$ cat src/rtl/i2s_rx_pkg.sv
`default_nettype none
// +----------------------------------------------------------------------+
// | i2s_rx_pkg : shared types and constants for the I2S slave receiver    |
// | Revision   : 1.0  initial release                                    |
// +----------------------------------------------------------------------+
package i2s_rx_pkg;

  localparam int DATA_W_DEF = 24;
  localparam int SLOT_W     = 32;

  typedef enum logic [1:0] {
    SYNC  = 2'd0,
    LEFT  = 2'd1,
    RIGHT = 2'd2
  } state_t;

endpackage
`default_nettype wire

$ cat src/rtl/i2s_sync_edge.sv
`default_nettype none
// +----------------------------------------------------------------------+
// | i2s_sync_edge : N-stage synchronizers for sclk/ws/data plus the sclk  |
// |                 rising-edge detector; all outputs from the last stage |
// | Revision      : 1.0  initial release                                 |
// +----------------------------------------------------------------------+
module i2s_sync_edge #(
  parameter int SYNC_STG = 3
) (
  input  logic clk,
  input  logic rst_n,
  input  logic i2s_sclk,
  input  logic i2s_ws,
  input  logic i2s_data,
  output logic sclk_rise,
  output logic ws_s,
  output logic data_s
);

  logic [SYNC_STG-1:0] r_sclk_sync;
  logic [SYNC_STG-1:0] r_ws_sync;
  logic [SYNC_STG-1:0] r_data_sync;
  logic                r_sclk_prev;

  always_ff @(posedge clk or negedge rst_n) begin
    if (!rst_n) begin
      r_sclk_sync <= '0;
      r_ws_sync   <= '0;
      r_data_sync <= '0;
      r_sclk_prev <= 1'b0;
    end else begin
      r_sclk_sync <= {r_sclk_sync[SYNC_STG-2:0], i2s_sclk};
      r_ws_sync   <= {r_ws_sync[SYNC_STG-2:0], i2s_ws};
      r_data_sync <= {r_data_sync[SYNC_STG-2:0], i2s_data};
      r_sclk_prev <= r_sclk_sync[SYNC_STG-1];
    end
  end

  // ws/data are taken from the same depth as sclk so they are sampled coherently
  assign sclk_rise = r_sclk_sync[SYNC_STG-1] & ~r_sclk_prev;
  assign ws_s      = r_ws_sync[SYNC_STG-1];
  assign data_s    = r_data_sync[SYNC_STG-1];

endmodule
`default_nettype wire

$ cat src/rtl/i2s_rx.sv
`default_nettype none
// +----------------------------------------------------------------------+
// | i2s_rx   : I2S slave receiver, 24-bit stereo capture with framing     |
// |            error detection and resynchronization                     |
// | Revision : 1.0  initial release                                      |
// +----------------------------------------------------------------------+
module i2s_rx
  import i2s_rx_pkg::*;
#(
  parameter int DATA_W   = DATA_W_DEF,
  parameter int SYNC_STG = 3
) (
  input  logic              clk,
  input  logic              rst_n,
  input  logic              I2S_sclk,
  input  logic              I2S_ws,
  input  logic              I2S_data,
  output logic [DATA_W-1:0] lft_chnnl,
  output logic [DATA_W-1:0] rght_chnnl,
  output logic              vld,
  output logic              sync_err
);

  localparam logic [5:0] c_CNT_FULL = 6'(DATA_W);
  localparam logic [5:0] c_CNT_SAT  = 6'(DATA_W + 1);

  logic              w_sclk_rise;
  logic              w_ws_s;
  logic              w_data_s;
  logic              w_ws_chg;
  logic              w_shift_en;
  logic [5:0]        w_cnt_nxt;
  logic [DATA_W-1:0] w_shreg_nxt;

  state_t            r_state;
  logic [5:0]        r_cnt;
  logic              r_ws_q;
  logic              r_done;
  logic [DATA_W-1:0] r_shreg;
  logic [DATA_W-1:0] r_lft_hold;

  i2s_sync_edge #(
    .SYNC_STG (SYNC_STG)
  ) u_sync_edge (
    .clk       (clk),
    .rst_n     (rst_n),
    .i2s_sclk  (I2S_sclk),
    .i2s_ws    (I2S_ws),
    .i2s_data  (I2S_data),
    .sclk_rise (w_sclk_rise),
    .ws_s      (w_ws_s),
    .data_s    (w_data_s)
  );

  assign w_ws_chg    = w_sclk_rise & (w_ws_s != r_ws_q);
  assign w_shreg_nxt = {r_shreg[DATA_W-2:0], w_data_s};

  always_comb begin
    w_cnt_nxt = r_cnt;
    if (w_ws_chg)
      w_cnt_nxt = 6'd0;
    else if (r_cnt < c_CNT_SAT)
      w_cnt_nxt = r_cnt + 6'd1;
  end

  // The ws-change rise carries the delay bit; only counts 1..DATA_W carry sample bits
  assign w_shift_en = w_sclk_rise && !w_ws_chg && (r_state != SYNC) &&
                      (w_cnt_nxt != 6'd0) && (w_cnt_nxt <= c_CNT_FULL);

  always_ff @(posedge clk or negedge rst_n) begin
    if (!rst_n) begin
      r_state    <= SYNC;
      r_cnt      <= 6'd0;
      r_ws_q     <= 1'b1;
      r_done     <= 1'b0;
      r_shreg    <= '0;
      r_lft_hold <= '0;
      lft_chnnl  <= '0;
      rght_chnnl <= '0;
      vld        <= 1'b0;
      sync_err   <= 1'b0;
    end else begin
      vld      <= 1'b0;
      sync_err <= 1'b0;
      r_done   <= 1'b0;

      if (r_done) begin
        lft_chnnl  <= r_lft_hold;
        rght_chnnl <= r_shreg;
        vld        <= 1'b1;
      end

      if (w_sclk_rise) begin
        r_ws_q <= w_ws_s;
        r_cnt  <= w_cnt_nxt;
        if (w_shift_en)
          r_shreg <= w_shreg_nxt;

        case (r_state)
          SYNC: begin
            if (w_ws_chg && !w_ws_s)
              r_state <= LEFT;
          end
          LEFT: begin
            if (w_ws_chg) begin
              if (r_cnt >= c_CNT_FULL) begin
                r_state <= RIGHT;
              end else begin
                sync_err <= 1'b1;
                r_state  <= SYNC;
              end
            end else if (w_shift_en && (w_cnt_nxt == c_CNT_FULL)) begin
              r_lft_hold <= w_shreg_nxt;
            end
          end
          RIGHT: begin
            if (w_ws_chg) begin
              if (r_cnt >= c_CNT_FULL) begin
                r_state <= LEFT;
              end else begin
                sync_err <= 1'b1;
                r_state  <= SYNC;
              end
            end else if (w_shift_en && (w_cnt_nxt == c_CNT_FULL)) begin
              r_done <= 1'b1;
            end
          end
          default: r_state <= SYNC;
        endcase
      end
    end
  end

endmodule
`default_nettype wire

$ cat config.mk
export PLATFORM = sky130hd
export DESIGN_NAME = i2s_rx
export DESIGN_NICKNAME = d
export VERILOG_FILES = /design/src/rtl/i2s_rx_pkg.sv /design/src/rtl/i2s_sync_edge.sv /design/src/rtl/i2s_rx.sv
export SDC_FILE = /design/constraint.sdc
export NUM_CORES = 1
export LEC_CHECK = 0
export CORE_ASPECT_RATIO = 0.7
export CORE_MARGIN = 2
export CORE_UTILIZATION = 44
export CTS_BUF_LIST = sky130_fd_sc_hd__clkbuf_16
export DETAILED_ROUTE_END_ITERATION = 16
export PLACE_DENSITY = 0.62
export SLEW_MARGIN = 15
export SYNTH_ARGS = -nofsm -noshare
export SYNTH_HDL_FRONTEND = slang
export SYNTH_SLANG_ARGS = --single-unit
$ cat constraint.sdc
create_clock -name clk -period 3.3 [get_ports clk]
set_input_delay 0.66 -clock clk [delete_from_list [all_inputs] [get_ports clk]]
set_output_delay 0.66 -clock clk [all_outputs]
set_load 0.01 [all_outputs]
==> summary.md <==
| Metric | Value |
|---|---|
| Critical Path End Type | register |
| Worst path cell trace | ha_1 -> nor2b_1 -> a31oi_1 -> or4_4 -> nor4b_4 -> nand3_4 -> mux2_1 |
| Root Buffer | clkbuf_16 |
| DP HPWL | 4979 um |
| Detailed-router iteration count before antenna repair | 4 |
| Mapped Cells | between 200 and 300 |
| Yosys warns | 0 |
| Final period utilization | 89.18% |
| Worst Path Required | between 3 and 4 ns |
| Core area | 10320 sq um |
| Final clock skew | a little under 0.007 ns |
| Synthesized area | ~4700 sq um |
| Placer Congestion | around 0.75 |
| Most frequent cell after synthesis | dfrtp_1 |
| Post-synth top area cell | dfrtp_1 |
| Yosys top cell area share | 62.95% |
| Via count of the routed design | 2516 |
| Io pins | 55 |
| CP max FO | 24 |
| Postcts setup bufs | 0 |
| Hold slack final | approximately 0.31 ns |
| GRT Residual Overflow | 0 |
| Via density | 5.002 |
| Proportion of layout cells with a drive suffix above 1 | 35.04% |
| Leakage | 0.002955 uW |
| Slowest CP cell | or4_4 |
| Hold WC Path Type | in2async |
| Sequential element share of the synthesized area | a little under two thirds |
| Hold Fails Final Rpt | 0 |
| Largest net degree at the start of global routing | 60 |
| Gates resized, CTS repair | 0 |
| RSZ-0062 raised after global routing | no |
| Die H | around 90 um |
| GR Util All Layers | between 10% and 20% |
| Synth cell types | 38 |
| Synth top area cells | dfrtp_1 63%, mux2_2 18%, mux2_4 6.5%, ha_1 1.9%, a21oi_1 0.75% |
| EDFF count, synth | 0 |
| P per Cell Area | just over 600 nW/um^2 |
| Crit path max-delay family | simple AND/OR/NAND/NOR gates |
| Startpoint Class | register |
| Ys flop type | dfrtp_1 |
| Final WL | 7806 um |
| Vias in the first global route | between 2000 and 3000 |
| Rel. slew slack | between 20 and 25% |
| CTS tree | yes |
| Initial antenna violation count | 0 |
| Max-cap violations | 0 |
| Die area | between 10000 and 15000 sq um |
| Yosys reg bits | around 120 |
| First-pass GRT wire length | ~14000 um |
| Synth async-reset ratio | 100.0% |
| Avg WL per Cell | roughly 16 um |
| Width of the chip | about 130 um |
| Number of buffers inserted by hold repair at cts | 0 |
| Synthesized area per cell | about 16 sq um |
| Port Buffers | 54 |
| VDD IR max | 386.6 uV |
| Row count | 31 |
| Arr. time, crit path | 3.22 ns |
| Ant. Diodes | 0 |
| Fin. max-slew vios | 0 |
| CP Buf/Inv Count | 0 |
| Clk Latency, worst-skew pair | a little over 0.4 ns |
| Critical path class | reg2reg |
| Clk sinks | roughly 120 |
| Final #Nets | between 300 and 400 |
| Post-route ant nets | 0 |
| CP max stage delay | between 0.5 and 0.6 ns |
| Syn_nets | just over 300 |
| Outcome | finished clean |
| Initial Utilization | around 45% |
| CTS buffer count | 17 |
| Area growth from synthesis to layout | 27.90% |
| Most common library cells after synthesis | 117 x dfrtp_1, 74 x mux2_2, 20 x mux2_4 |
| Clk slew on worst S/H paths | around 0.05 ns |
| Worst Tran Pin Value | about 1.1 ns |
| Clock Tree Buf Depth | 2 |
| DRC | 0 |
| Final setup TNS | 0 ns |
| H-tree Lvls | 4 |
| Period minus WS final | around 2.9 ns |
| Final setup fails | 0 |
| Initial drt markers | 106 |
| Fill count | 817 |
| Tot Pwr | between 3000 and 4000 uW |
| Achievable frequency | approximately 340 MHz |
final timing paths:
path / slack, ns / cells after the start / startpoint / endpoint
hold / removal: 0.31 / 1 / rst_n / lft_chnnl[18]$_DFFE_PN0P_
min in group clk: 0.34 / 0 / u_sync_edge.r_sclk_sync[1]$_DFF_PN0_ / u_sync_edge.r_sclk_sync[2]$_DFF_PN0_
setup reg to reg: 0.36 / 7 / r_cnt[0]$_DFFE_PN0P_ / r_lft_hold[18]$_DFFE_PN0P_
setup / recovery: 0.36 / 7 / r_cnt[0]$_DFFE_PN0P_ / r_lft_hold[18]$_DFFE_PN0P_
max in group asynchronous: 2.15 / 2 / rst_n / r_shreg[14]$_DFFE_PN0P_
hold reg to reg: 0.34 / 0 / u_sync_edge.r_sclk_sync[1]$_DFF_PN0_ / u_sync_edge.r_sclk_sync[2]$_DFF_PN0_
area by class of cell:
type	count	area [sq um]	share of cell area (%)
flip-flops and latches	118	2955	49.68
repair buffers	58	580.6	9.760
clock inverters	14	188.9	3.176
multi-input cells	158	1610	27.07
clock buffers	17	425.4	7.152
well taps	132	165.2	2.777
inverters	6	22.52	0.3786
sequential cells by signal (all words and copies together), names as in the netlist:
| signal | flops |
|---|---|
| r_shreg | 24 |
| rght_chnnl | 24 |
| r_lft_hold | 24 |
| u_sync_edge.r_sclk_prev | 1 |
| r_ws_q | 1 |
| r_state | 2 |
| u_sync_edge.r_sclk_sync | 3 |
| u_sync_edge.r_ws_sync | 3 |
| sync_err | 1 |
| vld | 1 |
| r_cnt | 6 |
| u_sync_edge.r_data_sync | 3 |
| lft_chnnl | 24 |
| r_done | 1 |
routing by layer:
metal	vias up	track usage [%]	wire length [um]
met3	11	6.190	335
met5	-	0	0
met4	0	7.143	117
met2	56	22.31	3484
met1	1261	20.39	3868
li1	1188	-	-
placed cells by master (no fill, tap or decap), types with 2 or more instances in the layout:
cell / netlist / routed
dfrtp_1: 117 / 116
mux2_2: 74 / 74
clkdlybuf4s50_1: 0 / 53
mux2_4: 20 / 20
clkbuf_16: 0 / 17
nand2_1: 7 / 7
a21oi_1: 7 / 7
ha_1: 7 / 7
inv_1: 6 / 6
nor2_1: 6 / 6
o21ai_0: 5 / 5
clkinv_1: 0 / 5
bufinv_16: 0 / 5
clkinv_2: 0 / 4
buf_4: 0 / 4
nor2b_1: 3 / 3
a31oi_1: 3 / 3
nand2b_1: 3 / 3
o31ai_1: 2 / 2
mux2_1: 2 / 2
report_power, final:
part	switching, uW	total, uW	internal (uW)
Sequential	38.9	1530	1490
Combinational	114	194	80.7
Clock	596	1910	1310
Total	748	3630	2890
cell families (layout without fill, tap and decap cells):
group	after synthesis	after routing	share of synthesized area, %
flip-flops	118	118	63.52
multiplexers	97	97	25.07
AND/OR/NAND/NOR	28	28	3.955
AO/OA/AOI/OAI	24	24	3.336
buffers and inverters	18	95	1.856
adder cells (fa/ha/maj)	7	7	1.883
XOR/XNOR	2	2	0.3767
metrics by stage:
stage / worst slack, ns / std cells / area, sq um / util (%)
finish: 0.3569 / 503 / 5948 / 57.65
global route: 0.1547 / 503 / 5948 / 57.65
CTS: 0.3389 / 503 / 5948 / 57.65
detailed placement: 0.3579 / 472 / 5334 / 51.70
global placement: 0.4931 / 472 / 5334 / 51.70
floorplan: 0.8589 / 294 / 4651 / -
(Power assumes the default switching activity.)
